===== src/rtl/axi4lite_pkg.sv =====
`default_nettype none
// ============================================================================
// Module      : axi4lite_pkg
// Description : Shared constants and helpers for the AXI4-Lite register slave
//               (response codes, default widths, register indices).
// Revision    : 1.0 - initial release
// ============================================================================
package axi4lite_pkg;

  typedef logic [1:0] axi_resp_t;

  localparam axi_resp_t RESP_OKAY   = 2'b00;
  localparam axi_resp_t RESP_SLVERR = 2'b10;

  localparam int DATA_W_DEF = 8;
  localparam int ADDR_W_DEF = 2;

  // Register indices of the default 4-entry file
  localparam int REG_IDX_0 = 0;
  localparam int REG_IDX_1 = 1;
  localparam int REG_IDX_2 = 2;
  localparam int REG_IDX_3 = 3;

  // Map an access-error flag onto the AXI response code
  function automatic axi_resp_t resp_for(input logic err);
    return err ? RESP_SLVERR : RESP_OKAY;
  endfunction

endpackage
`default_nettype wire


===== src/rtl/axil_regfile.sv =====
`default_nettype none
// ============================================================================
// Module      : axil_regfile
// Description : Register array behind the AXI4-Lite slave. One write port with
//               per-byte strobes, one asynchronous read port, flattened view.
//               Macro AXIL_RO_STATUS_EN turns the last register into a
//               read-only counter that advances on each status_inc pulse.
// Revision    : 1.0 - initial release
// ============================================================================
module axil_regfile
  import axi4lite_pkg::*;
#(
  parameter int DATA_W = DATA_W_DEF,
  parameter int ADDR_W = ADDR_W_DEF,
  parameter logic [DATA_W-1:0] RESET_VAL = '0,
  localparam int STRB_W = DATA_W / 8,
  localparam int NREGS  = 2 ** ADDR_W
) (
  input  logic                    m_axi_aclk,
  input  logic                    m_axi_aresetn,
  input  logic                    wr_en,
  input  logic [ADDR_W-1:0]       wr_addr,
  input  logic [DATA_W-1:0]       wr_data,
  input  logic [STRB_W-1:0]       wr_strb,
`ifdef AXIL_RO_STATUS_EN
  input  logic                    status_inc,
`endif
  input  logic [ADDR_W-1:0]       rd_addr,
  output logic [DATA_W-1:0]       rd_data,
  output logic [NREGS*DATA_W-1:0] regs
);

  logic [DATA_W-1:0] reg_arr [NREGS];

  for (genvar i = 0; i < NREGS; i++) begin : g_reg
    logic [DATA_W-1:0] word;

`ifdef AXIL_RO_STATUS_EN
    if (i == NREGS - 1) begin : g_status
      logic [DATA_W-1:0] cnt;
      // Completed-write counter; wraps naturally at the top of its range
      always_ff @(posedge m_axi_aclk or negedge m_axi_aresetn) begin
        if (!m_axi_aresetn)  cnt <= '0;
        else if (status_inc) cnt <= cnt + 1'b1;
      end
      assign word = cnt;
    end else begin : g_rw
      for (genvar b = 0; b < STRB_W; b++) begin : g_lane
        logic [7:0] q;
        // Byte lane loads when its register is addressed and its strobe is set
        always_ff @(posedge m_axi_aclk or negedge m_axi_aresetn) begin
          if (!m_axi_aresetn) q <= RESET_VAL[b*8 +: 8];
          else if (wr_en && (wr_addr == ADDR_W'(i)) && wr_strb[b]) q <= wr_data[b*8 +: 8];
        end
        assign word[b*8 +: 8] = q;
      end
    end
`else
    for (genvar b = 0; b < STRB_W; b++) begin : g_lane
      logic [7:0] q;
      // Byte lane loads when its register is addressed and its strobe is set
      always_ff @(posedge m_axi_aclk or negedge m_axi_aresetn) begin
        if (!m_axi_aresetn) q <= RESET_VAL[b*8 +: 8];
        else if (wr_en && (wr_addr == ADDR_W'(i)) && wr_strb[b]) q <= wr_data[b*8 +: 8];
      end
      assign word[b*8 +: 8] = q;
    end
`endif

    assign reg_arr[i]                 = word;
    assign regs[i*DATA_W +: DATA_W]   = word;
  end

  assign rd_data = reg_arr[rd_addr];

endmodule
`default_nettype wire


===== src/rtl/axi4lite_slave_regs.sv =====
`default_nettype none
// ============================================================================
// Module      : axi4lite_slave_regs
// Description : AXI4-Lite slave fronting a small register file. AW and W are
//               captured independently into holding registers; the write
//               commits the cycle after both are held. Reads return data one
//               cycle after the AR handshake. All outputs are registered.
//               Macro AXIL_RO_STATUS_EN makes the last register a read-only
//               write counter; writes to it answer SLVERR.
// Revision    : 1.0 - initial release
// ============================================================================
module axi4lite_slave_regs
  import axi4lite_pkg::*;
#(
  parameter int DATA_W = DATA_W_DEF,
  parameter int ADDR_W = ADDR_W_DEF,
  parameter logic [DATA_W-1:0] RESET_VAL = '0,
  localparam int STRB_W = DATA_W / 8,
  localparam int NREGS  = 2 ** ADDR_W
) (
  input  logic                    m_axi_aclk,
  input  logic                    m_axi_aresetn,
  input  logic [ADDR_W-1:0]       s_axi_awaddr,
  input  logic                    s_axi_awvalid,
  output logic                    s_axi_awready,
  input  logic [DATA_W-1:0]       s_axi_wdata,
  input  logic [STRB_W-1:0]       s_axi_wstrb,
  input  logic                    s_axi_wvalid,
  output logic                    s_axi_wready,
  output logic [1:0]              s_axi_bresp,
  output logic                    s_axi_bvalid,
  input  logic                    s_axi_bready,
  input  logic [ADDR_W-1:0]       s_axi_araddr,
  input  logic                    s_axi_arvalid,
  output logic                    s_axi_arready,
  output logic [DATA_W-1:0]       s_axi_rdata,
  output logic [1:0]              s_axi_rresp,
  output logic                    s_axi_rvalid,
  input  logic                    s_axi_rready,
  output logic [NREGS*DATA_W-1:0] regs_o
);

  logic              aw_held, w_held;
  logic [ADDR_W-1:0] aw_addr_q;
  logic [DATA_W-1:0] w_data_q;
  logic [STRB_W-1:0] w_strb_q;

  logic aw_fire, w_fire, b_fire, ar_fire, r_fire, commit, wr_err;
  logic aw_held_nx, w_held_nx, bvalid_nx, rvalid_nx;
  logic [DATA_W-1:0] rd_data;

  // Handshake decode and next-state of the holding flags / valids
  always_comb begin
    aw_fire = s_axi_awvalid && s_axi_awready;
    w_fire  = s_axi_wvalid  && s_axi_wready;
    b_fire  = s_axi_bvalid  && s_axi_bready;
    ar_fire = s_axi_arvalid && s_axi_arready;
    r_fire  = s_axi_rvalid  && s_axi_rready;
    // Both halves held implies bvalid is low: neither half is accepted while it is high
    commit  = aw_held && w_held;

    aw_held_nx = aw_held;
    if (commit)       aw_held_nx = 1'b0;
    else if (aw_fire) aw_held_nx = 1'b1;

    w_held_nx = w_held;
    if (commit)      w_held_nx = 1'b0;
    else if (w_fire) w_held_nx = 1'b1;

    bvalid_nx = s_axi_bvalid;
    if (commit)      bvalid_nx = 1'b1;
    else if (b_fire) bvalid_nx = 1'b0;

    rvalid_nx = s_axi_rvalid;
    if (ar_fire)     rvalid_nx = 1'b1;
    else if (r_fire) rvalid_nx = 1'b0;
  end

`ifdef AXIL_RO_STATUS_EN
  assign wr_err = (aw_addr_q == ADDR_W'(NREGS - 1));
`else
  assign wr_err = 1'b0;
`endif

  // Write channel: capture AW/W, commit, and hold B until accepted
  always_ff @(posedge m_axi_aclk or negedge m_axi_aresetn) begin
    if (!m_axi_aresetn) begin
      aw_held       <= 1'b0;
      w_held        <= 1'b0;
      aw_addr_q     <= '0;
      w_data_q      <= '0;
      w_strb_q      <= '0;
      s_axi_awready <= 1'b1;
      s_axi_wready  <= 1'b1;
      s_axi_bvalid  <= 1'b0;
      s_axi_bresp   <= RESP_OKAY;
    end else begin
      if (aw_fire) aw_addr_q <= s_axi_awaddr;
      if (w_fire) begin
        w_data_q <= s_axi_wdata;
        w_strb_q <= s_axi_wstrb;
      end
      if (commit) s_axi_bresp <= resp_for(wr_err);
      aw_held       <= aw_held_nx;
      w_held        <= w_held_nx;
      s_axi_bvalid  <= bvalid_nx;
      s_axi_awready <= !aw_held_nx && !bvalid_nx;
      s_axi_wready  <= !w_held_nx  && !bvalid_nx;
    end
  end

  // Read channel: sample the register on AR, hold R until accepted
  always_ff @(posedge m_axi_aclk or negedge m_axi_aresetn) begin
    if (!m_axi_aresetn) begin
      s_axi_rvalid  <= 1'b0;
      s_axi_rdata   <= '0;
      s_axi_rresp   <= RESP_OKAY;
      s_axi_arready <= 1'b1;
    end else begin
      if (ar_fire) begin
        s_axi_rdata <= rd_data;
        s_axi_rresp <= RESP_OKAY;
      end
      s_axi_rvalid  <= rvalid_nx;
      s_axi_arready <= !rvalid_nx;
    end
  end

  axil_regfile #(
    .DATA_W    (DATA_W),
    .ADDR_W    (ADDR_W),
    .RESET_VAL (RESET_VAL)
  ) u_regfile (
    .m_axi_aclk    (m_axi_aclk),
    .m_axi_aresetn (m_axi_aresetn),
    .wr_en         (commit && !wr_err),
    .wr_addr       (aw_addr_q),
    .wr_data       (w_data_q),
    .wr_strb       (w_strb_q),
`ifdef AXIL_RO_STATUS_EN
    .status_inc    (b_fire),
`endif
    .rd_addr       (s_axi_araddr),
    .rd_data       (rd_data),
    .regs          (regs_o)
  );

endmodule
`default_nettype wire


===== config.mk =====
export PLATFORM = sky130hd
export DESIGN_NAME = axi4lite_slave_regs
export DESIGN_NICKNAME = d
export VERILOG_FILES = /design/src/rtl/axi4lite_pkg.sv /design/src/rtl/axil_regfile.sv /design/src/rtl/axi4lite_slave_regs.sv
export SDC_FILE = /design/constraint.sdc
export NUM_CORES = 1
export LEC_CHECK = 0
export ABC_AREA = 1
export CELL_PAD_IN_SITES_DETAIL_PLACEMENT = 0
export CELL_PAD_IN_SITES_GLOBAL_PLACEMENT = 2
export CORE_ASPECT_RATIO = 2
export CORE_UTILIZATION = 28
export DETAILED_ROUTE_END_ITERATION = 6
export HOLD_SLACK_MARGIN = 0.02
export PLACE_DENSITY_LB_ADDON = 0.1
export REMOVE_ABC_BUFFERS = 1
export SYNTH_ARGS = -nofsm -noshare
export SYNTH_HDL_FRONTEND = slang
export SYNTH_HIERARCHICAL = 1
export SYNTH_SLANG_ARGS = --single-unit

===== constraint.sdc =====
create_clock -name m_axi_aclk -period 1.3 [get_ports m_axi_aclk]
set_clock_uncertainty 0.1 [all_clocks]
set_input_delay 0.26 -clock m_axi_aclk [delete_from_list [all_inputs] [get_ports m_axi_aclk]]
set_output_delay 0.26 -clock m_axi_aclk [all_outputs]
set_load 0.05 [all_outputs]

# [Yosys cells after proc, flatten, opt, wreduce, memory -nomap -nowiden]
# Index checks and enable logic that the tools add are counted.
[word_totals] word_cells=52 input_bits=20 reg_bits=58
[classes] n_mux=11 n_reduce_logical=21 n_lt_le_gt_ge=1 bitwise_logic=1 n_eq_ne=3
[op_table] op="$bmux 8 s2" count=1
[op_table] op="$logic_and 1x1->1" count=16
[op_table] op="$mux 8" count=2
[op_table] op="$mux 1" count=8
[op_table] op="$eq 2x2->1 const B" count=2
[op_table] op="$logic_not 1->1" count=4
[op_table] op="$ge 3x3->1 const B" count=1
[op_table] op="$not 2->3" count=1
[op_table] op="$eq 2x1->1 const B" count=1
[op_table] op="$logic_not 2->1" count=1

# [Depth between registers and ports, before layout]
[depth] ltp_word=5 ltp_mapped=7 depth_no_buf=7

# [Cells and area by module]
# The synthesis kept the hierarchy.
[modules_own_cells] mod="axil_regfile" cells_per_inst=228 seq_area_each_um2=800.8 n_inst=1 area_per_inst_um2=1705.4
[modules_own_cells] mod="axi4lite_slave_regs" cells_per_inst=117 seq_area_each_um2=654.4 n_inst=1 area_per_inst_um2=1093.5

# [Least setup slack after synthesis]
# OpenSTA, ideal clock, no wires.
[synth_timing] path_type="flip-flop to flip-flop" from="register u_regfile.g_reg[0].g_lane[0].q[0]" to="register s_axi_rdata[0]" synth_period_minus_slack_ns=1.325 t_arrival_ns=1.106 setup_slack_ns=-0.025 setup_time_ns=0.119 path_buffers=0 path_stages_with_launch=6 path_cell_list="dfrtp_1 > or2_2 > nand3_1 > nand2_1 > nand3_1 > nand2_1"
[synth_via] elab_chain_len=3
[synth_rtl] element="from (decl)" line="axil_regfile.sv:60" text="logic [7:0] q;"
[synth_rtl] element="from (signal assigned)" line="axil_regfile.sv:63" text="if (!m_axi_aresetn) q <= RESET_VAL[b*8 +: 8];"
[synth_rtl] element="from (signal assigned)" line="axil_regfile.sv:64" text="else if (wr_en && (wr_addr == ADDR_W'(i)) && wr_strb[b]) q <= wr_data[b*8 +: 8];"
[synth_rtl] element="$bmux 8 s2" line="axil_regfile.sv:74" text="assign rd_data = reg_arr[rd_addr];"
[synth_rtl] element="$mux 8 (implied by the code) (2 in a row)" line="axil_regfile.sv:74"
[synth_rtl] element="via rd_data[0]" line="axi4lite_slave_regs.sv:50" text="logic [DATA_W-1:0] rd_data;"
[synth_rtl] element="to (signal assigned)" line="axi4lite_slave_regs.sv:121" text="s_axi_rdata <= rd_data;"
[synth_rtl] element="to (decl)" line="axi4lite_slave_regs.sv:36" text="output logic [DATA_W-1:0] s_axi_rdata,"
# The timed path passes the listed nets, and every way through them passes these cells. The select of a mux whose other input is x is not followed.
# A chain may end at the register's enable or synchronous reset.

# [Final worst setup path]
[layout_timing] from="register s_axi_awready" to="output s_axi_awready"
[layout_lines] element="from (decl)" line="axi4lite_slave_regs.sv:25" text="output logic s_axi_awready,"
[layout_lines] element="from (signal assigned)" line="axi4lite_slave_regs.sv:107" text="s_axi_awready <= !aw_held_nx && !bvalid_nx;"
# No word-level cell between the ends.

==> results_dict.tcl <==
set metrics [dict create \
    cts_tree "built" \
    power_frac_comb 0.497 \
    track_usage 0.184 \
    core_um2 9700 \
    startpoint_type "flop" \
    synth_seq_cells 58 \
    die_x_um 72.7 \
    gp_congestion 0.861 \
    cts-root-buf "clkbuf_16" \
    internal_power_uw 6490 \
    seq_power_share 0.302 \
    required_ps 940 \
    swShare 0.409 \
    synth-async-reset-ratio 1.00 \
    regArea_um2 1470 \
    wirelength_um 8570 \
    finalWorstPathRequiredPeriod_ps 1380 \
    dieArea_um2 10400 \
    leakage_uw 0.00245 \
    crit_chain "buf_12" \
    clk_latency_ps 330 \
    synthDominantCellAreaShare 0.492 \
    syn_inst 345 \
    area_growth_pct 71.1 \
    grt_max_degree 59 \
    syn-cell-area_um2 2800 \
    fin_ws_ps -78.4 \
    ys_top_cells_by_count "150 x nand2_1, 61 x nand3_1, 55 x dfrtp_1, 29 x inv_1" \
    wl_per_cell_um 14.4 \
    synthFlopType "dfrtp_1" \
    num_vias 2538 \
    vdd_ir_drop_max_v 0.00130 \
    clockPowerShare 0.200 \
    grt_pass1_wl_um 13600 \
    critical_path.slowest_cell "dfstp_2" \
    ys.warnings.count 6 \
    status "finished, violations left" \
    antenna_found_initial 0 \
    finalPower_uw 11000 \
    antenna_cells 0 \
    die_height_um 143 \
    cp_slowest_stage_delay_ps 560 \
    finalHoldViolCount 0 \
    utilization 0.494 \
    place_hpwl_um 6390 \
    drc_errors 0 \
    r2r_start "u_regfile/g_reg[0].g_lane[0].q[7]" \
    violations "setup timing" \
    first_pass_iters 4 \
    switching_power_uw 4490 \
    start_util 0.289 \
    io_pins 69 \
    power_density_nw_per_um2 2290 \
    clk_path_buf_depth 2 \
    hold_class "in2async" \
    multi_input_area_um2 1170 \
    end_kind "output pin" \
    cts_num_sinks 58 \
    num_rows 51 \
    fmax_mhz 725 \
    io_buffer_count 64 \
    path_class "reg2out" \
    rsz0062_at_grt "true" \
    postSynthAreaPerCell_um2 8.11 \
    grt_pass1_vias 2604 \
    numCtsBuffers 9 \
    htree_levels 3 \
    final.fill_count 998 \
    crit_fanout 2 \
    yosysSeqAreaShare 0.520 \
    synth_area_leaders "dfrtp_1 49%, nand2_1 20%, nand3_1 11%" \
    final_max_slew_viol_count 0 \
    grt_overflow 0 \
    yosysUniqueCellTypes 24 \
    critPathTopFamily "flip-flops" \
    drv_cap 0 \
    synth_edf_count 0 \
    cp.arrival_ps 1020 \
    path_clk_slew_ps 50 \
    crit_buf_inv 1 \
    post-route-period-util 1.06 \
    yosysTopAreaCell "dfrtp_1" \
    nNetsFinal 478 \
    setup_violations 8 \
    final_antenna_net_count 0 \
    vias_per_cell 4.27 \
    setup_tns_ps -413 \
    yosysMostFrequentCell "nand2_1" \
    drive_gt1_frac 0.335 \
    drt_iter0_drc 86 \
    startpoint "s_axi_awready" \
]
per-stage QoR:
stage                     worst slack (ps)  hold WS [ps]  instances  area, µm²
after floorplan                      -27.5          -136        335       2700
after global placement                -351           197        552       4160
after detailed placement              -344           194        552       4160
after CTS                            -97.3           369        582       4610
after global routing                  -103           392        594       4790
final                                -78.4           355        594       4790
sequential cells by signal, summed over array words and instances (netlist names), 2 cells and up:
register	count
aw_addr_q	2
w_data_q	8
s_axi_rdata	8
u_regfile/g.g_lane.q	32
worst reg2reg max path, stage by stage, from the launching register on:
cell and delay [ps]:
dfrtp_1 390, buf_4 150, or2_2 260, nand3_1 70
nand2_1 50, nand3_1 70, nand2_1 50
final timing paths:
check / end / slack, ps / cells past startpoint
max: s_axi_awready / -80 / 1
min: s_axi_rvalid / 360 / 3
max reg2reg: s_axi_rdata[7] / 60 / 6
min reg2reg: s_axi_rdata[2] / 430 / 2
max in group asynchronous: s_axi_awready / 400 / 3
min in group m_axi_aclk: w_strb_q / 370 / 3
cell families (layout without fill, tap and decap cells):
family / after synthesis / count (layout) / share of synthesized area
other: 1 / 4 / 0.00134
AO/OA/AOI/OAI: 2 / 2 / 0.00358
AND/OR/NAND/NOR: 235 / 235 / 0.384
buffers and inverters: 49 / 163 / 0.0912
flip-flops: 58 / 58 / 0.520
power groups by stage:
| stage | clock [µW] | combinational (µW) | sequential (µW) |
|---|---|---|---|
| finish | 2200 | 5460 | 3320 |
| floorplan | 0 | 1080 | 4350 |
| global placement | 0 | 4860 | 3380 |
| global route | 2330 | 5840 | 3410 |
| detailed placement | 0 | 4880 | 3380 |
| CTS | 2260 | 5230 | 3310 |
metal layers:
layer	part of all wire	routed length, µm	vias up	track usage
met3	0.032	271	24	0.0309
met2	0.57	4910	70	0.338
met5	0	0	-	0
met4	0.053	450	0	0.126
met1	0.34	2940	1155	0.182
li1	-	-	1289	-
cell usage in the layout (no fill, tap or decap), types with 4 or more instances in the layout:
| cell type | synthesis | final |
|---|---|---|
| nand2_4 | 4 | 5 |
| dfrtp_1 | 55 | 43 |
| nor2_1 | 4 | 4 |
| clkbuf_16 | 0 | 9 |
| dfrtp_2 | 0 | 12 |
| inv_1 | 29 | 28 |
| clkdlybuf4s50_1 | 0 | 17 |
| buf_6 | 5 | 7 |
| nand3_1 | 61 | 52 |
| or2_2 | 5 | 4 |
| conb_1 | 1 | 4 |
| nand2_1 | 150 | 149 |
| buf_4 | 5 | 33 |
| buf_12 | 0 | 49 |
| nand3_2 | 0 | 9 |
what timing repair did:
item,4_1_cts,5_1_grt
gates resized for setup,12,27
buffers inserted,14,11
pin swaps,0,4
hold endpoints to repair,55,0
cloned,1,1
hold buffers,1,0
endpoints found under the setup margin,19,56
area by class of cell:
cell class | instances | share of cell area
clock buffers | 15 | 0.0580
inverters | 36 | 0.0319
multi-input cells | 241 | 0.244
flip-flops and latches | 58 | 0.307
well taps | 132 | 0.0345
repair buffers | 111 | 0.323
repair inverters | 1 | 0.00105
(Power assumes the default switching activity.)
